==> config.mk <==
export PLATFORM = sky130hd
export DESIGN_NAME = mercury2_adc_reader
export DESIGN_NICKNAME = d
export VERILOG_FILES = /design/src/rtl/mercury2_adc_reader.sv
export SDC_FILE = /design/constraint.sdc
export NUM_CORES = 1
export LEC_CHECK = 0
export BUFFER_PORTS_ARGS = -buffer_cell sky130_fd_sc_hd__buf_2
export CAP_MARGIN = 10
export CORE_UTILIZATION = 25
export CTS_BUF_LIST = sky130_fd_sc_hd__clkbuf_16
export DETAILED_ROUTE_END_ITERATION = 6
export PLACE_DENSITY_LB_ADDON = 0.2
export SLEW_MARGIN = 20
export SYNTH_ARGS = -nofsm -noshare
export SYNTH_HDL_FRONTEND = slang
export SYNTH_SLANG_ARGS = --single-unit
export TNS_END_PERCENT = 10
==> constraint.sdc <==
create_clock -name clk_50MHZ -period 2.8 [get_ports clk_50MHZ]
set_clock_uncertainty 0.1 [all_clocks]
set_input_delay 0.42 -clock clk_50MHZ [delete_from_list [all_inputs] [get_ports clk_50MHZ]]
set_output_delay 0.42 -clock clk_50MHZ [all_outputs]
set_load 0.02 [all_outputs]
==> src/rtl/mercury2_adc_reader.sv <==
// Mercury2 MCP3008 reader: SPI mode (0,0) master that fetches one 10-bit conversion per trigger.
// Busy spans the whole frame plus the CS-high gap, so a new trigger always respects tCSH.
module mercury2_adc_reader #(
    parameter int unsigned SckHalf      = 25,
    parameter int unsigned CsHighClocks = 14
) (
    input  logic       clk_50MHZ,
    input  logic       reset,
    input  logic       trigger,
    input  logic [2:0] channel,
    input  logic       single,
    output logic [9:0] Dout,
    output logic       DataReady,
    output logic       Busy,
    output logic       adc_csn,
    output logic       adc_sck,
    output logic       adc_mosi,
    input  logic       adc_miso
);

    typedef enum logic [2:0] {
        IDLE,
        LOW,
        HIGH,
        TAIL,
        GAP
    } state_t;

    localparam logic [7:0] HALF_RELOAD = 8'(SckHalf - 1);
    localparam logic [7:0] GAP_RELOAD  = 8'(CsHighClocks - 1);
    localparam logic [4:0] FIRST_DATA  = 5'd8;
    localparam logic [4:0] LAST_BIT    = 5'd17;

    state_t     state_q, state_d;
    logic [7:0] cnt_q, cnt_d;
    logic [4:0] k_q, k_d;
    logic [9:0] shift_q, shift_d;
    logic [9:0] dout_q, dout_d;
    logic [2:0] chan_q, chan_d;
    logic       single_q, single_d;
    logic       csn_q, csn_d;
    logic       sck_q, sck_d;
    logic       mosi_q, mosi_d;
    logic       ready_q, ready_d;
    logic       busy_q, busy_d;
    logic [1:0] miso_sync_q;

    // Command bits: start, SGL/DIFF, D2..D0; everything after is don't-care to the ADC.
    function automatic logic mosi_for(input logic [4:0] k, input logic sgl, input logic [2:0] ch);
        case (k)
            5'd1:    mosi_for = 1'b1;
            5'd2:    mosi_for = sgl;
            5'd3:    mosi_for = ch[2];
            5'd4:    mosi_for = ch[1];
            5'd5:    mosi_for = ch[0];
            default: mosi_for = 1'b0;
        endcase
    endfunction

    always_ff @(posedge clk_50MHZ or posedge reset) begin
        if (reset) begin
            state_q     <= IDLE;
            cnt_q       <= '0;
            k_q         <= '0;
            shift_q     <= '0;
            dout_q      <= '0;
            chan_q      <= '0;
            single_q    <= 1'b0;
            csn_q       <= 1'b1;
            sck_q       <= 1'b0;
            mosi_q      <= 1'b0;
            ready_q     <= 1'b0;
            busy_q      <= 1'b0;
            miso_sync_q <= '0;
        end else begin
            state_q     <= state_d;
            cnt_q       <= cnt_d;
            k_q         <= k_d;
            shift_q     <= shift_d;
            dout_q      <= dout_d;
            chan_q      <= chan_d;
            single_q    <= single_d;
            csn_q       <= csn_d;
            sck_q       <= sck_d;
            mosi_q      <= mosi_d;
            ready_q     <= ready_d;
            busy_q      <= busy_d;
            miso_sync_q <= {miso_sync_q[0], adc_miso};
        end
    end

    always_comb begin
        state_d  = state_q;
        cnt_d    = cnt_q;
        k_d      = k_q;
        shift_d  = shift_q;
        dout_d   = dout_q;
        chan_d   = chan_q;
        single_d = single_q;
        csn_d    = csn_q;
        sck_d    = sck_q;
        mosi_d   = mosi_q;
        ready_d  = 1'b0;

        case (state_q)
            IDLE: begin
                if (trigger) begin
                    chan_d   = channel;
                    single_d = single;
                    csn_d    = 1'b0;
                    sck_d    = 1'b0;
                    mosi_d   = 1'b1;
                    k_d      = 5'd1;
                    cnt_d    = HALF_RELOAD;
                    state_d  = LOW;
                end
            end
            LOW: begin
                if (cnt_q == 8'd0) begin
                    sck_d = 1'b1;
                    // Bits 6 (sample) and 7 (null) carry no data.
                    if (k_q >= FIRST_DATA && k_q <= LAST_BIT) begin
                        shift_d = {shift_q[8:0], miso_sync_q[1]};
                    end
                    cnt_d   = HALF_RELOAD;
                    state_d = HIGH;
                end else begin
                    cnt_d = cnt_q - 8'd1;
                end
            end
            HIGH: begin
                if (cnt_q == 8'd0) begin
                    sck_d = 1'b0;
                    cnt_d = HALF_RELOAD;
                    if (k_q < LAST_BIT) begin
                        k_d     = k_q + 5'd1;
                        mosi_d  = mosi_for(k_q + 5'd1, single_q, chan_q);
                        state_d = LOW;
                    end else begin
                        state_d = TAIL;
                    end
                end else begin
                    cnt_d = cnt_q - 8'd1;
                end
            end
            TAIL: begin
                if (cnt_q == 8'd0) begin
                    csn_d   = 1'b1;
                    mosi_d  = 1'b0;
                    dout_d  = shift_q;
                    ready_d = 1'b1;
                    cnt_d   = GAP_RELOAD;
                    state_d = GAP;
                end else begin
                    cnt_d = cnt_q - 8'd1;
                end
            end
            GAP: begin
                if (cnt_q == 8'd0) begin
                    state_d = IDLE;
                end else begin
                    cnt_d = cnt_q - 8'd1;
                end
            end
            default: state_d = IDLE;
        endcase

        busy_d = (state_d != IDLE);
    end

    assign Dout      = dout_q;
    assign DataReady = ready_q;
    assign Busy      = busy_q;
    assign adc_csn   = csn_q;
    assign adc_sck   = sck_q;
    assign adc_mosi  = mosi_q;

endmodule

# --- Word level (Yosys, flattened, before mapping) ---
# Index checks and enable logic that the tools add are counted.
op_classes:
  add_sub_neg: 2
  order_cmp: 3
  n_eq_ne: 15
  n_mux: 28
  reduce_logical: 18
ops:
  columns: ["cell", "count"]
  rows:
  - ["$mux 8", 4]
  - ["$pmux 8 s4", 1]
  - ["$mux 3", 5]
  - ["$mux 5", 3]
  - ["$pmux 3 s5", 1]
  - ["$ne 2x2->1 const B", 6]
  - ["$eq 5x2->1 const B", 2]
  - ["$eq 5x3->1 const B", 2]
  - ["$pmux 5 s2", 1]
  - ["$reduce_and 3->1", 3]
  - ["$reduce_bool 3->1", 3]
  - ["$logic_not 8->1", 1]
  - ["$mux 1", 8]
  - ["$reduce_and 4->1", 2]
  - ["$sub 8x1->8 const B", 1]
  - ["$eq 3x2->1 const B", 2]
  - ["$pmux 1 s3", 2]
  - ["$add 5x1->5 const B", 1]
  - ["$eq 5x1->1 const B", 1]
  - ["$ge 5x4->1 const B", 1]
  - ["$le 5x5->1 const B", 1]
  - ["$lt 5x5->1 const B", 1]
  - ["$pmux 1 s5", 1]
  - ["$reduce_and 5->1", 1]
  - ["10 further kinds", 12]
totals:
  regBits: 47
  input_bits: 8
  out_inout_bits: 15
  wordCells: 79

# --- Logic depth before layout (Yosys ltp) ---
# Gate-level depths: netlist of the first run.
depth:
  ltp_word: 6
  ltp_mapped: 9
  depth_no_buf: 8

# --- Worst setup path before layout of the first run ---
# Ideal clock, no wire load.
synth_path:
  kind: "flip-flop to flip-flop"
  startpoint: "register cnt_q[0]"
  endpoint: "register shift_q[1]"
  setup_time_ns: 0.125
  arrival_time_ns: 1.920
  required_time_ns: 2.575
  setup_slack_ns: 0.655
  path_stages_with_launch: 9
  path_buffers: 1
  synth_period_minus_slack_ns: 2.145
  cell_sequence: "dfrtp_1 -> inv_1 -> ha_1 -> nor3b_2 -> nand2_2 -> nor3b_2 -> and3_1 -> buf_6 -> mux2_2"
synth_between:
  elab_chain_cells: 2
synth_lines:
  columns: ["item", "line", "rtl"]
  rows:
  - ["start: declaration", "35", "logic [7:0] cnt_q, cnt_d;"]
  - ["start signal: assignment", "77", "cnt_q <= cnt_d;"]
  - ["$logic_not 8->1", "119", "if (cnt_q == 8'd0) begin"]
  - ["$reduce_and 3->1 (no line)", null, null]
  - ["end signal: assignment", "79", "shift_q <= shift_d;"]
  - ["end: declaration", "37", "logic [9:0] shift_q, shift_d;"]
# No other way between the ends.
# A chain may end at the register's enable or synchronous reset.

# --- Final worst setup path of the first run ---
layout_path:
  startpoint: "register cnt_q[0]"
  endpoint: "register shift_q[8]"
# The elaborated chain is that of the path after synthesis.

==> flow_summary.ini, run 1 <==
[min_path]
hold_class = input port to flop

[timing]
max_freq_mhz = 403
setup_viol = 0
fin_crit_ps = 2480
drv_slew = 0
relSlewSlack_pct = 59.3
whs_ps = 143
timing.final.crit_share_pct = 88.6
hold_viol_final = 0
tightest_slew_ps = 611
tns_ps = 0
rsz0062_at_grt = no

[layout]
drive_gt1_share_pct = 27.2
nNetsFinal = 260
post-route-util_pct = 30.0
fillers = 967
num_antenna_cells = 0
syn2layout_area_growth_pct = 16.4
final_area_sq_um = 2770

[synthesis]
synth.distinct_cells = 47
synth_area_leaders = dfrtp_1 (48%), mux2_2 (11%), ha_1 (3.7%)
yosysSeqAreaShare_pct = 49.5
synthArstFlopShare_pct = 100
ys_warn_count = 0
syn_nets = 238
ys_seq_elements = 47
synth_ff_type = dfrtp_1
synth_edf_count = 0
synth.top_cell.area_share_pct = 48.4
syn_area_per_cell_sq_um = 10.7
synthCells = 223
synth_top_cell_by_area = dfrtp_1
syn_area_sq_um = 2380

[floorplan]
start_util_pct = 25.7
pin_count = 23
die_y_um = 99.5
dieArea_sq_um = 9910
die_w_um = 99.5
row_count = 35
core-area_sq_um = 9240

[global_route]
grt_use_total_pct = 11.0
antenna_found_initial = 0
grt_pass1_wl_um = 8670
top_usage_layer = met2
grt_max_degree = 48
grtUsageMet3_pct = 2.18
grt_overflow = 0
grtUsageMet2_pct = 16.2
grt_pass1_vias = 1718
grtUsageMet1_pct = 15.8

[detailed_routing]
viasPerCell = 4.58
antenna_left = 0
totalWireLength_um = 4990
drtIter0Drc = 127
via_count = 1716
post_drt_wl_per_cell_um = 13.3
drtPass1Iterations = 4
drc = 0

[power_and_ir_drop]
leakagePower_nw = 1.26
power_density_nw_per_um2 = 817
ir_drop_uv = 347
design_power_total_mw = 2.26

[place]
port_buffers = 22
dpl.hpwl_um = 3530
place_congestion = 0.829
placed_area_sq_um = 2620

[critical_path]
criticalPathCategory = flop to flop
critPathMaxFanout = 10
cp_cell_sequence = inv_1 > ha_1 > nor3b_2 > nand2_2 > nor3b_2 > and3_2 > mux2_2
critPathTopFamily = simple AND/OR/NAND/NOR gates
cp_num_buf_inv = 1
cp_slowest_stage_delay_ps = 430
cp-end-kind = flop
arrival_ps = 2550
reg2reg_slack_ps = 320
cpMaxStageDelayCell = dfrtp_1
start_kind = flop
crit_path_frequent_cell = nor3b_2
required_ps = 2870

[clock_network]
cts_tree = built
cts.sinks = 47
clk_latency_ps = 280
cts_max_path_buffers = 2
cts_buffers = 5
path_clk_slew_ps = 60
htreeDepth = 2
root_buffer = clkbuf_16

[status]
status = finished clean

[run]
maxCapViolCount = 0
per-layer routing:
layer / vias to the layer above / wire length, um
li1: 843 / -
met1: 827 / 2500
met2: 39 / 2240
met3: 7 / 172
met4: 0 / 63
met5: - / 0
flip-flops by register name, indices dropped and copies added, names as in the netlist:
name         count
state_q          3
DataReady        1
chan_q           3
shift_q         10
adc_csn          1
Dout            10
adc_mosi         1
Busy             1
adc_sck          1
k_q              5
single_q         1
cnt_q            8
miso_sync_q      2
cell type report:
cell class | instances | area, sq um | area share [%]
timing repair buffer | 26 | 140 | 5.06
clock inverter | 3 | 20.0 | 0.723
multi-input combinational | 154 | 1100 | 39.8
sequential | 47 | 1180 | 42.5
tap | 129 | 161 | 5.83
inverter | 11 | 41.3 | 1.49
clock buffer | 5 | 125 | 4.52
power by group:
group | internal, mW | leakage (nW) | switching (mW)
logic | 0.300 | 0.592 | 0.339
registers | 0.826 | 0.598 | 0.225
clock network | 0.329 | 0.0658 | 0.243
total | 1.45 | 1.26 | 0.807
cells in the final DEF (no fill, tap or decap), types with 2 or more instances in the layout:
master	n
a221oi_1	2
ha_1	7
clkbuf_16	5
nand2_1	18
nor3b_2	2
buf_4	4
dfrtp_1	46
xor2_1	3
buf_2	22
a21oi_1	8
o2111ai_1	2
inv_1	9
a211oi_1	2
clkinvlp_4	2
nand3_1	9
nor3_1	7
and3_1	4
o21ai_0	15
inv_2	2
o21a_1	2
mux2i_1	3
xnor2_1	4
a31oi_1	4
o41ai_1	2
nor2_1	15
mux2_2	23
worst paths after layout:
kind | start | to | cells past startpoint
worst max-delay path | cnt_q[0] | shift_q[8] | 7
worst min-delay path | adc_miso | miso_sync_q[0] | 1
worst max register to register | cnt_q[0] | shift_q[8] | 7
worst min register to register | miso_sync_q[0] | miso_sync_q[1] | 0
max in group asynchronous | reset | state_q[2] | 3
min in group asynchronous | reset | Dout[3] | 3
through the flow:
| stage | std cells | setup WS [ps] |
|---|---|---|
| final | 375 | 319 |
| after global routing | 375 | 108 |
| after floorplan | 223 | 655 |
| after detailed placement | 367 | 206 |
| after CTS | 375 | 182 |
| after global placement | 367 | 306 |
cells in the mapped netlist (all sizes together) (2+ instances only):
master,instances
a211oi,2
a21oi,8
a221oi,2
a31oi,4
and3,5
buf,4
clkbuf,7
dfrtp,46
ha,7
inv,11
mux2,24
mux2i,3
nand2,19
nand3,9
nor2,15
nor3,7
nor3b,3
nor4,2
o2111ai,2
o21a,2
o21ai,15
o41ai,2
xnor2,4
xor2,3
cells by family after synthesis:
kind of cell / after synthesis / synth area share, %
DFF: 47 / 49.5
muxes: 27 / 12.6
xor gates and xnor gates: 7 / 2.58
and+or+nand+nor: 65 / 14.0
adders and majority gates: 8 / 4.10
AOI/OAI and AO/OA: 47 / 13.0
buffers and inverters: 22 / 4.21
timing repair:
action	in CTS	in global routing
endpoints found under the setup margin	0	10
resized for setup	0	1
hold buffers	0	0
buffers inserted	0	0
Note: power is estimated with default switching activity, not from simulation.
==> inputs of run 2 (changes only) <==
Settings changed: MAX_ROUTING_LAYER from default to met4.
==> flow_summary.ini, run 2 (same netlist as run 1, synthesis figures left out) <==
[timing]
rsz0062_at_grt = no
hold_viol_final = 0
max_freq_mhz = 403
timing.final.crit_share_pct = 88.6
tns_ps = 0
relSlewSlack_pct = 59.9
whs_ps = 143
setup_ws_ps = 320
setup_viol = 0
drv_slew = 0
tightest_slew_ps = 602
fin_crit_ps = 2480

[critical_path]
crit_path_frequent_cell = nor3b_2
critPathMaxFanout = 10
cp_cell_sequence = inv_1 > ha_1 > nor3b_2 > nand2_2 > nor3b_2 > and3_2 > mux2_2
reg2reg_depth = 7
cp_num_buf_inv = 1
start_kind = flop
cp_slowest_stage_delay_ps = 430
required_ps = 2870
r2r-end = shift_q[8]
criticalPathCategory = flop to flop
critPathTopFamily = simple AND/OR/NAND/NOR gates
r2r_start = cnt_q[0]
arrival_ps = 2550
cpMaxStageDelayCell = dfrtp_1
reg2reg_slack_ps = 320
cp-end-kind = flop

[global_route]
grt_pass1_wl_um = 8680
grt_max_degree = 48
antenna_found_initial = 0
grt_overflow = 0
grt_pass1_vias = 1711
grt_use_total_pct = 11.3

[detailed_routing]
antenna_left = 0
totalWireLength_um = 4960
drtIter0Drc = 98
viasPerCell = 4.52
drtPass1Iterations = 4
via_count = 1696
drc = 0
post_drt_wl_per_cell_um = 13.2

[clock_network]
path_clk_slew_ps = 60
cts_tree = built
root_buffer = clkbuf_16
cts_buffers = 5
hold_buffers = 0
clk_latency_ps = 280
cts_max_path_buffers = 2
cts-resized-gates = 0
post_cts_buffers = 0
htreeDepth = 2
cts.sinks = 47

[place]
port_buffers = 22
place_congestion = 0.841
pre_cts_slack_ps = 206
dpl.hpwl_um = 3530
dp_cells = 367

[layout]
post-route-util_pct = 30.0
drive_gt1_share_pct = 27.2
layout.cells.non_filler = 375
num_antenna_cells = 0
syn2layout_area_growth_pct = 16.4
nNetsFinal = 260
layout_common_cells = dfrtp_1 (46), mux2_2 (23), buf_2 (22), nand2_1 (18)
layout_commonest_cell = dfrtp_1

[floorplan]
start_util_pct = 25.7
die_y_um = 99.5
pin_count = 23
row_count = 35
dieArea_sq_um = 9910
core-area_sq_um = 9240
die_w_um = 99.5

[min_path]
min_path_cells = 1
min_from = adc_miso
hold_path_end = miso_sync_q[0]
hold_class = input port to flop

[status]
status = finished clean

[run]
maxCapViolCount = 0

[power_and_ir_drop]
leakagePower_nw = 1.26
ir_drop_uv = 347
power_density_nw_per_um2 = 817
-- run 2: worst register-to-register path: stages (launching register included) --
cell and delay (ps):
dfrtp_1 430, inv_1 140, ha_1 150, nor3b_2 360
nand2_2 170, nor3b_2 260, and3_2 380, mux2_2 370
-- run 2: per-stage QoR --
stage                     cell area (sq um)  power [mW]
after floorplan                        2380        1.52
after global placement                 2620        1.70
after detailed placement               2620        1.70
after CTS                              2770        2.29
after global routing                   2770        2.44
final                                  2770        2.26
-- run 2: final cells by class --
class / count / area, sq um
clock buffers: 5 / 125
clock inverters: 3 / 20.0
fillers: 967 / 6470
inverters: 11 / 41.3
multi-input cells: 154 / 1100
flip-flops and latches: 47 / 1180
well taps: 129 / 161
repair buffers: 26 / 140
-- run 2: worst max path at each step --
stage                             to  depth (start not counted)  slack [ps]     start
final                     shift_q[8]                          7         320  cnt_q[0]
after global routing         Dout[0]                          8         110  cnt_q[0]
after CTS                 shift_q[7]                          7         180  cnt_q[0]
after detailed placement  shift_q[7]                          7         210  cnt_q[0]
after global placement    shift_q[6]                          7         310  cnt_q[0]
after floorplan           shift_q[1]                          8         660  cnt_q[0]
-- run 2: layer usage --
layer  wire length [um]  up-vias  track usage (%)
met4                 61        0             3.96
met1               2480      815             16.0
met5                  0        -                -
li1                   -      840                -
met3                202        7             2.18
met2               2210       34             16.0
-- run 2: report_power, final --
group | leakage, nW | internal (mW) | switching, mW
Clock | 0.0658 | 0.329 | 0.242
Sequential | 0.598 | 0.826 | 0.224
Combinational | 0.592 | 0.300 | 0.340
